===== config.mk =====
export PLATFORM = sky130hd
export DESIGN_NAME = flash_arb_ctrl
export DESIGN_NICKNAME = d
export VERILOG_FILES = /design/src/rtl/flash_pkg.sv /design/src/rtl/flash_rr_arb.sv /design/src/rtl/flash_arb_ctrl.sv
export SDC_FILE = /design/constraint.sdc
export NUM_CORES = 1
export LEC_CHECK = 0
export ABC_AREA = 1
export BUFFER_PORTS_ARGS = -buffer_cell sky130_fd_sc_hd__buf_2
export CORE_ASPECT_RATIO = 1.75
export CORE_MARGIN = 2
export CORE_UTILIZATION = 45
export DETAILED_ROUTE_END_ITERATION = 8
export MAX_ROUTING_LAYER = met4
export PLACE_DENSITY = 0.8
export REMOVE_ABC_BUFFERS = 1
export SLEW_MARGIN = 25
export SYNTH_ARGS = -nofsm -noshare
export SYNTH_HDL_FRONTEND = slang
export SYNTH_SLANG_ARGS = --single-unit

===== constraint.sdc =====
create_clock -name wb_clk_i -period 1.7 [get_ports wb_clk_i]
set_input_delay 0.34 -clock wb_clk_i [delete_from_list [all_inputs] [get_ports wb_clk_i]]
set_output_delay 0.34 -clock wb_clk_i [all_outputs]
set_load 0.02 [all_outputs]

===== src/rtl/flash_pkg.sv =====
// Shared types and constants for the flash read controller.
package flash_pkg;

  typedef enum logic [1:0] {
    StIdle,
    StAccess,
    StAck
  } flash_state_e;

  // Port indices as seen by the arbiter and the grant register
  localparam logic P0 = 1'b0;
  localparam logic P1 = 1'b1;

  localparam int unsigned DefWaitCycles = 4;

endpackage


===== src/rtl/flash_rr_arb.sv =====
// Two-way round-robin arbiter. Purely combinational; the last-grant state
// lives in the parent so it only advances when a grant is actually taken.
module flash_rr_arb
  import flash_pkg::*;
(
  input  logic [1:0] req_i,
  input  logic       last_gnt_i,
  input  logic       en_i,
  output logic [1:0] gnt_o,
  output logic       gnt_idx_o
);

  // Pick the lone requester, or the port that did not win the last tie
  always_comb begin
    gnt_o     = 2'b00;
    gnt_idx_o = P0;
    if (req_i == 2'b11) begin
      gnt_idx_o = ~last_gnt_i;
    end else if (req_i[1]) begin
      gnt_idx_o = P1;
    end
    if (en_i && (req_i != 2'b00)) begin
      gnt_o = 2'b01 << gnt_idx_o;
    end
  end

endmodule


===== src/rtl/flash_arb_ctrl.sv =====
// Read-only NOR flash controller sharing the flash pads between two
// Wishbone slave ports (CPU fetch and boot shadow copier).
module flash_arb_ctrl
  import flash_pkg::*;
#(
  parameter int unsigned WAIT_CYCLES = DefWaitCycles,
  parameter int unsigned CNT_W       = 4
) (
  input  logic        wb_clk_i,
  input  logic        wb_rst_i,
  input  logic [21:0] s0_adr_i,
  input  logic        s0_stb_i,
  input  logic        s0_cyc_i,
  output logic [15:0] s0_dat_o,
  output logic        s0_ack_o,
  input  logic [21:0] s1_adr_i,
  input  logic        s1_stb_i,
  input  logic        s1_cyc_i,
  output logic [15:0] s1_dat_o,
  output logic        s1_ack_o,
  output logic [21:0] flash_addr_,
  input  logic [15:0] flash_data_,
  output logic        flash_we_n_,
  output logic        flash_oe_n_,
  output logic        flash_ce_n_,
  output logic        flash_rst_n_
);

  flash_state_e     state_q;
  logic [CNT_W-1:0] cnt_q;
  logic             last_gnt_q;
  logic             cur_q;
  logic             s0_ack_q, s1_ack_q;
  logic             oe_n_q, ce_n_q;
  logic [21:0]      addr_q;
  logic [15:0]      data_q;

  logic [1:0]       req;
  logic [1:0]       gnt;
  logic             gnt_idx;
  logic             cur_cyc;

  assign req     = {s1_stb_i & s1_cyc_i, s0_stb_i & s0_cyc_i};
  assign cur_cyc = (cur_q == P1) ? s1_cyc_i : s0_cyc_i;

  flash_rr_arb u_arb (
    .req_i      (req),
    .last_gnt_i (last_gnt_q),
    .en_i       (state_q == StIdle),
    .gnt_o      (gnt),
    .gnt_idx_o  (gnt_idx)
  );

  // Access sequencer: grant, hold pads for WAIT_CYCLES+1 clocks, capture, ack
  always_ff @(posedge wb_clk_i) begin
    if (wb_rst_i) begin
      state_q    <= StIdle;
      cnt_q      <= '0;
      last_gnt_q <= P1;
      cur_q      <= P0;
      s0_ack_q   <= 1'b0;
      s1_ack_q   <= 1'b0;
      oe_n_q     <= 1'b1;
      ce_n_q     <= 1'b1;
      addr_q     <= '0;
      data_q     <= '0;
    end else begin
      unique case (state_q)
        StIdle: begin
          s0_ack_q <= 1'b0;
          s1_ack_q <= 1'b0;
          if (gnt != 2'b00) begin
            // Only contention advances the round-robin pointer
            if (req == 2'b11) begin
              last_gnt_q <= gnt_idx;
            end
            cur_q   <= gnt_idx;
            addr_q  <= (gnt_idx == P1) ? s1_adr_i : s0_adr_i;
            oe_n_q  <= 1'b0;
            ce_n_q  <= 1'b0;
            cnt_q   <= CNT_W'(WAIT_CYCLES);
            state_q <= StAccess;
          end
        end
        StAccess: begin
          if (!cur_cyc) begin
            oe_n_q  <= 1'b1;
            ce_n_q  <= 1'b1;
            state_q <= StIdle;
          end else if (cnt_q == '0) begin
            data_q  <= flash_data_;
            oe_n_q  <= 1'b1;
            ce_n_q  <= 1'b1;
            if (cur_q == P1) begin
              s1_ack_q <= 1'b1;
            end else begin
              s0_ack_q <= 1'b1;
            end
            state_q <= StAck;
          end else begin
            cnt_q <= cnt_q - CNT_W'(1);
          end
        end
        StAck: begin
          // One-cycle gap so the master's lingering stb is not re-sampled
          s0_ack_q <= 1'b0;
          s1_ack_q <= 1'b0;
          state_q  <= StIdle;
        end
        default: state_q <= StIdle;
      endcase
    end
  end

  assign s0_dat_o     = data_q;
  assign s1_dat_o     = data_q;
  assign s0_ack_o     = s0_ack_q;
  assign s1_ack_o     = s1_ack_q;
  assign flash_addr_  = addr_q;
  assign flash_oe_n_  = oe_n_q;
  assign flash_ce_n_  = ce_n_q;
  assign flash_we_n_  = 1'b1;
  assign flash_rst_n_ = 1'b1;

endmodule


# Word level (Yosys, flattened, before mapping)
# Cells that the tools add are included.
classes:
  addsub: 1
  mul: 0
  div: 0
  magnitude_cmp: 0
  eq_ne: 10
  n_shift: 1
  muxes: 25
  bitwise_logic: 3
  reduce_logical: 16
ops:
  columns: ["cell", "count"]
  rows:
  - ["2-to-1 mux 22 bit", 1]
  - ["2-to-1 mux 1 bit", 12]
  - ["2-to-1 mux 4 bit", 3]
  - ["inequality test 2 bit, second input constant", 6]
  - ["AND reduction 4 bit", 3]
  - ["AND reduction 3 bit", 3]
  - ["2-to-1 mux 2 bit", 4]
  - ["case mux 4 bit (2 select lines)", 1]
  - ["nonzero test 2 bit", 4]
  - ["case mux 1 bit (2 select lines)", 3]
  - ["equality test 2 bit, second input constant", 2]
  - ["zero test 4 bit", 1]
  - ["case mux 2 bit (2 select lines)", 1]
  - ["AND reduction 2 bit", 2]
  - ["subtractor 4 x 1 -> 4 bit, second input constant", 1]
  - ["inequality test 3 bit, second input constant", 1]
  - ["bitwise AND 1 bit", 2]
  - ["equality test 2 x 1 -> 1 bit, second input constant", 1]
  - ["zero test 2 bit", 1]
  - ["OR reduction 2 bit", 1]
  - ["<< shifter 1 x 1 -> 2 bit, first input constant", 1]
  - ["logical AND 1 bit", 1]
  - ["NOT 1 bit", 1]
word_totals:
  regBits: 49
  latch_bits: 0
  ram_bits: 0
  rom_bits: 0
  input_bits: 66
  out_inout_bits: 60
  word_cells: 65
  mem_count: 0

# Longest topological paths before layout
# Gate-level depths: netlist (run 1).
logic_depth:
  ltp_word: 8
  ltp_mapped: 10
  ltp_nobuf: 9

# Cells and area by module
# Synthesis (run 1) repeated with hierarchy kept, for this count alone.
unflattened:
  cells_unflattened: 353
  hier_area_um2: 2369.8
by_module_without_submodules:
  columns: ["module", "instances", "cells_each", "area_each_um2", "seq_area_each_um2"]
  rows:
  - ["flash_arb_ctrl", 1, 345, 2333.5, 980.9]
  - ["flash_rr_arb", 1, 8, 36.3, 0.0]

# Worst setup path after synthesis (run 1)
# Ideal clock, no wire load.
synth_path:
  kind: "reg-to-reg"
  start: "reg cnt_q[0]"
  end: "reg data_q[10] (netlist: s0_dat_o[10])"
  setup_ns: 0.113
  t_arrival_ns: 1.207
  t_required_ns: 1.587
  path_slack_ns: 0.380
  path_stages_with_launch: 9
  path_buffers: 1
  synth_period_minus_slack_ns: 1.320
  cell_sequence: "dfxtp_1 > inv_1 > ha_1 > nand3_2 > nor2_8 > inv_4 > buf_6 > nor2_2 > nor2_1"
synth_between:
  elab_chain_len: 2
synth_rtl:
  columns: ["element", "line_no", "rtl"]
  rows:
  - ["from (decl)", "flash_arb_ctrl.sv:30", "logic [CNT_W-1:0] cnt_q;"]
  - ["from (signal assigned)", "flash_arb_ctrl.sv:81", "cnt_q <= CNT_W'(WAIT_CYCLES);"]
  - ["from (signal assigned)", "flash_arb_ctrl.sv:101", "cnt_q <= cnt_q - CNT_W'(1);"]
  - ["zero test 4 bit", "flash_arb_ctrl.sv:90", "end else if (cnt_q == '0) begin"]
  - ["AND reduction 3 bit (no line)", null, null]
  - ["to (signal assigned)", "flash_arb_ctrl.sv:91", "data_q <= flash_data_;"]
  - ["to (decl)", "flash_arb_ctrl.sv:36", "logic [15:0] data_q;"]
# No other way between the ends.
# A chain may end at the register's enable or synchronous reset.

# Worst setup path after layout (run 1)
layout_path:
  start: "reg cnt_q[0]"
  end: "reg data_q[1] (netlist: s0_dat_o[1])"
# The elaborated chain is that of the path after synthesis.

==> results of run 1 <==
cell usage after synthesis (all sizes together):
cell / count / area [sq um]
or2: 2 / 12.51
buf: 31 / 231.5
ha: 1 / 12.51
inv: 37 / 143.9
o21ai: 19 / 95.09
clkbuf: 3 / 11.26
clkinv: 1 / 5.000
a21oi: 6 / 30.03
dfxtp: 49 / 980.9
nand3: 31 / 165.2
nand2: 91 / 356.6
nor2: 87 / 367.8
nand4: 3 / 18.77
conb: 1 / 3.750
final cells by class:
type                       count  share of cell area [%]
clock buffer                   5                   2.308
clock inverter                 3                  0.5875
inverter                      38                   4.994
multi-input combinational    242                   35.75
sequential                    49                   32.90
tap                           55                   2.308
timing repair buffer         125                   21.15
power by group:
part	switching [mW]	leakage, nW	internal [mW]
Sequential	0.0571	0.402	1.25
Clock	0.384	0.0439	0.284
Combinational	0.462	1.33	0.256
state kept, by name (all words and copies together), names as in the netlist:
name / cells
s0_ack_o: 1
cnt_q: 4
last_gnt_q: 1
state_q: 2
flash_addr_: 22
flash_ce_n_: 1
s0_dat_o: 16
s1_ack_o: 1
cur_q: 1
cell families after synthesis:
| kind of cell | after synthesis |
|---|---|
| AO/OA/AOI/OAI | 25 |
| flip-flops | 49 |
| adder cells (fa/ha/maj) | 1 |
| AND/OR/NAND/NOR | 214 |
| buffers and inverters | 72 |
| other | 1 |
metal layers:
layer / vias to the layer above / part of all wire [%] / GRT usage (%)
met1: 1059 / 40 / 19.49
met5: - / 0 / -
met2: 97 / 53 / 35.33
met4: 0 / 1.9 / 7.009
li1: 1281 / - / -
met3: 9 / 5.7 / 2.810
metrics by stage:
step / hold slack (ns) / power [mW]
4_1_cts: 0.2514 / 2.720
3_5_place_dp: 0.4478 / 2.049
2_1_floorplan: 0.4091 / 1.785
5_1_grt: 0.2679 / 2.848
6_report: 0.2577 / 2.689
3_3_place_gp: 0.4372 / 2.030
worst max-delay path by stage:
stage                        start          end  slack (ns)  depth (start not counted)
after floorplan           s0_stb_i        cur_q        0.29                          7
after global placement    s0_cyc_i        cur_q        0.15                          8
after detailed placement  s0_cyc_i        cur_q        0.08                          8
after CTS                 cnt_q[0]  s0_dat_o[1]        0.20                          7
after global routing      cnt_q[0]  s0_dat_o[4]        0.03                          7
final                     cnt_q[0]  s0_dat_o[1]        0.22                          7
worst register-to-register path: cells and delay by family, from the launching register on:
kind	cells	cell delay, ns
simple gates	4	0.61
flops	1	0.33
buf+inv	2	0.24
fa+ha+maj	1	0.20
==> flow_metrics.tcl, run 1 <==
set metrics [dict create \
    cts_tree "done" \
    firstDrtPassIters 4 \
    clock-sinks 49 \
    rsz0062_at_grt "no" \
    min_to "s0_dat_o[3]" \
    slowest_delay_ns 0.33 \
    design.die.area_sq_um 6038 \
    dpl_cell_area_sq_um 2895 \
    crit-reg2reg-launch "cnt_q[0]" \
    drc 0 \
    seq_area_frac_synth_pct 40.29 \
    skew_ns 0.007321 \
    whs_path_depth 3 \
    ir_drop_v 0.0004698 \
    stdcell_count 517 \
    final_cell_mix "buf_2 (123), nand2_1 (87), nor2_1 (76), dfxtp_1 (49), inv_1 (33)" \
    clk_latency_ns 0.30 \
    slew_headroom_pct 55.15 \
    rows 35 \
    r2r_setup_slack_ns 0.22 \
    ff2ff_path_depth 7 \
    crit_chain "inv_1 -> ha_1 -> nand3_2 -> nor2_8 -> inv_4 -> nor2_1 -> nor2_1" \
    crit_buf_inv 2 \
    hpwl_um 4143 \
    min_path_type "primary input to register" \
    post_synth_instance_area_sq_um 2435 \
    power_leakage_nw 1.773 \
    via_per_inst 4.731 \
    yosys.area_share.simple_pct 37.82 \
    fin_area_sq_um 2982 \
    synthMuxAreaShare_pct 0 \
    finalWirelength_um 5531 \
    pwr_density_cell_nw_per_um2 901.7 \
    cts_resized 0 \
    r2r-end "s0_dat_o[1]" \
    hold_viol 0 \
    synth_top_family_by_area "simple AND/OR/NAND/NOR gates" \
    crit_family "simple AND/OR/NAND/NOR gates" \
    cp_max_fo 17 \
    clk_pin_slew_ns 0.09 \
    cts-root-buf "clkbuf_8" \
    io_pins 126 \
    io_buffer_count 123 \
    cts_buffers 5 \
    yosys.area_share.adder_pct 0.5139 \
    htreeDepth 2 \
    multi_input_area_sq_um 1066 \
    grt_pass1_vias 2223 \
    timing.final.crit_share_pct 86.95 \
    final_common_cell "buf_2" \
    gp_congestion 0.8484 \
    drtAntennaViolNets 0 \
    die-height_um 101.3 \
    drt_iter0_drc 85 \
    dieWidth_um 59.61 \
    syn2layout_area_growth_pct 22.46 \
    seq_area_sq_um 980.9 \
    syn_avg_cell_area_sq_um 6.726 \
    slew_viol_final 0 \
    cpMostUsedCell "nor2_1" \
    clockBufferDepth 2 \
    setup_slack_ns 0.2219 \
    worstSetupPathType "register to register" \
    setup_tns_ns 0 \
    overflow 0 \
    grt_antenna_before_repair 0 \
    cap_violations 0 \
    grt_pass1_wl_um 8887 \
    synth_xor_area_share_pct 0 \
    utilization_pct 56.74 \
    layout-drive-gt1-share_pct 33.98 \
    ctsHoldBuffers 0 \
    crit_required_ns 1.90 \
    syn-instance-count 362 \
    slowest_stage "dfxtp_1" \
    place_inst 509 \
    status "complete, no violations" \
    antenna_cells 0 \
    hold_start "flash_data_[3]" \
    wl_per_cell_um 10.70 \
    dp_slack_ns 0.07741 \
    coreArea_sq_um 5255 \
    worst_setup_path_end_kind "register" \
    track_usage_pct 19.07 \
    worstSetupStartpointType "register" \
    synth-compound-area-share_pct 5.139 \
    fmax_ghz 0.6765 \
    nFillCells 535 \
    grt_max_degree 45 \
    worst_pin_slew_ns 0.6720 \
    setup_viol 0 \
    synth-seq-cells 49 \
    ys_warn_count 0 \
    arrival_ns 1.67 \
    vias 2446 \
    finalCriticalPeriod_ns 1.478 \
    post_cts_buffers 0 \
    fin_nets 528 \
    start_util_pct 46.33 \
    ys_types 25 \
]
(Power assumes the default switching activity.)
==> run 2: changes to the inputs <==
- CORE_ASPECT_RATIO: 1.75 -> not set
==> flow_metrics.tcl, run 2 (same netlist as run 1, synthesis figures left out) <==
set metrics [dict create \
    clockBufferDepth 2 \
    crit_chain "inv_1 -> ha_1 -> nand3_2 -> nand3_2 -> nand2_1 -> inv_1 -> nor2_1 -> nor2_1" \
    dieWidth_um 77.56 \
    finalCriticalPeriod_ns 1.490 \
    arrival_ns 1.69 \
    dp_slack_ns 0.1379 \
    seqPwrFrac_pct 48.5 \
    hold_viol 0 \
    antenna_cells 0 \
    worstSetupStartpointType "register" \
    clk_pin_slew_ns 0.09 \
    clock-sinks 49 \
    drc 0 \
    die-height_um 77.56 \
    slew_viol_final 0 \
    setup_tns_ns 0 \
    switchingPower_mw 0.8926 \
    cap_violations 0 \
    fin_nets 529 \
    crit_buf_inv 2 \
    skew_ns 0.007506 \
    power_leakage_nw 1.780 \
    worstSetupPathType "register to register" \
    clockPowerShare_pct 24.7 \
    drt_iter0_drc 96 \
    via_per_inst 4.583 \
    largest_register_ffs 22 \
    p_int_mw 1.789 \
    pwr_density_cell_nw_per_um2 892.5 \
    grt_max_degree 45 \
    rsz0062_at_grt "no" \
    timing.final.crit_share_pct 87.65 \
    track_usage_pct 18.17 \
    ctsHoldBuffers 0 \
    setup_slack_ns 0.2100 \
    coreArea_sq_um 5172 \
    slowest_delay_ns 0.36 \
    slew_headroom_pct 56.65 \
    ir_drop_v 0.0003490 \
    grt_antenna_before_repair 0 \
    grt_pass1_vias 2071 \
    crit_required_ns 1.90 \
    final_common_cell "buf_2" \
    dpl_cell_area_sq_um 2922 \
    firstDrtPassIters 6 \
    final_cell_mix "buf_2 (123), nand2_1 (87), nor2_1 (76), dfxtp_1 (49), inv_1 (33)" \
    worst_pin_slew_ns 0.6495 \
    grt_pass1_wl_um 8769 \
    htreeDepth 2 \
    fmax_ghz 0.6711 \
    drtAntennaViolNets 0 \
    min_path_type "primary input to register" \
    vias 2443 \
    post_cts_buffers 0 \
    rows 26 \
    slowest_stage "dfxtp_1" \
    p_comb_share_pct 26.7 \
    design.die.area_sq_um 6015 \
    start_util_pct 47.07 \
    crit_family "simple AND/OR/NAND/NOR gates" \
    io_pins 126 \
    gp_congestion 0.7718 \
    cts_tree "done" \
    overflow 0 \
    syn2layout_area_growth_pct 23.38 \
    status "complete, no violations" \
    cts-root-buf "clkbuf_8" \
    fin_area_sq_um 3004 \
    cp_max_fo 6 \
    hpwl_um 4000 \
    layout-drive-gt1-share_pct 33.91 \
    cts_resized 0 \
    swShare_pct 33.29 \
    finalWirelength_um 5353 \
    wl_per_cell_um 10.04 \
    io_buffer_count 123 \
    worst_setup_path_end_kind "register" \
    setup_viol 0 \
    clk_latency_ns 0.30 \
    cts_buffers 5 \
]
-- run 2: power groups by stage --
| stage | sequential [mW] | combinational [mW] | clock (mW) |
|---|---|---|---|
| 4_1_cts | 1.30 | 0.722 | 0.691 |
| 3_5_place_dp | 1.33 | 0.721 | 0 |
| 5_1_grt | 1.32 | 0.801 | 0.747 |
| 6_report | 1.30 | 0.716 | 0.663 |
| 3_3_place_gp | 1.32 | 0.710 | 0 |
| 2_1_floorplan | 1.46 | 0.326 | 0 |
-- run 2: metrics by stage --
stage / utilization [%] / hold WS (ns) / total power [mW] / std cells
4_1_cts: 58.08 / 0.2616 / 2.715 / 533
3_5_place_dp: 56.48 / 0.4435 / 2.048 / 525
2_1_floorplan: - / 0.4091 / 1.785 / 329
3_3_place_gp: 56.48 / 0.4400 / 2.034 / 525
6_report: 58.08 / 0.2655 / 2.681 / 533
5_1_grt: 58.08 / 0.2638 / 2.863 / 533
-- run 2: worst paths after layout --
| path | endpoint | slack (ns) | depth (start not counted) | from |
|---|---|---|---|---|
| min reg2reg | s0_ack_o | 0.45 | 2 | s0_ack_o |
| max | cnt_q[0] | 0.21 | 8 | cnt_q[0] |
| min | s0_dat_o[14] | 0.27 | 3 | flash_data_[14] |
| max reg2reg | cnt_q[0] | 0.21 | 8 | cnt_q[0] |
-- run 2: worst reg2reg max path, delay by kind of cell (launching register included) --
kind	cells	cell delay, ns
flops	1	0.36
fa+ha+maj	1	0.23
buf+inv	2	0.15
simple gates	5	0.66
-- run 2: cell type report --
type	instances	area, sq um
clock buffers	6	72.57
clock inverters	2	10.01
fillers	510	2168
inverters	38	148.9
multi-input cells	242	1066
flip-flops and latches	49	980.9
well taps	70	87.58
repair buffers	126	638.1
-- run 2: layer usage --
metal,vias to the layer above,part of all wire [%],GRT usage (%)
met2,97,48,32.00
met1,1055,43,20.35
li1,1282,-,-
met5,-,0,-
met3,9,7.8,4.535
met4,0,1.2,5.357
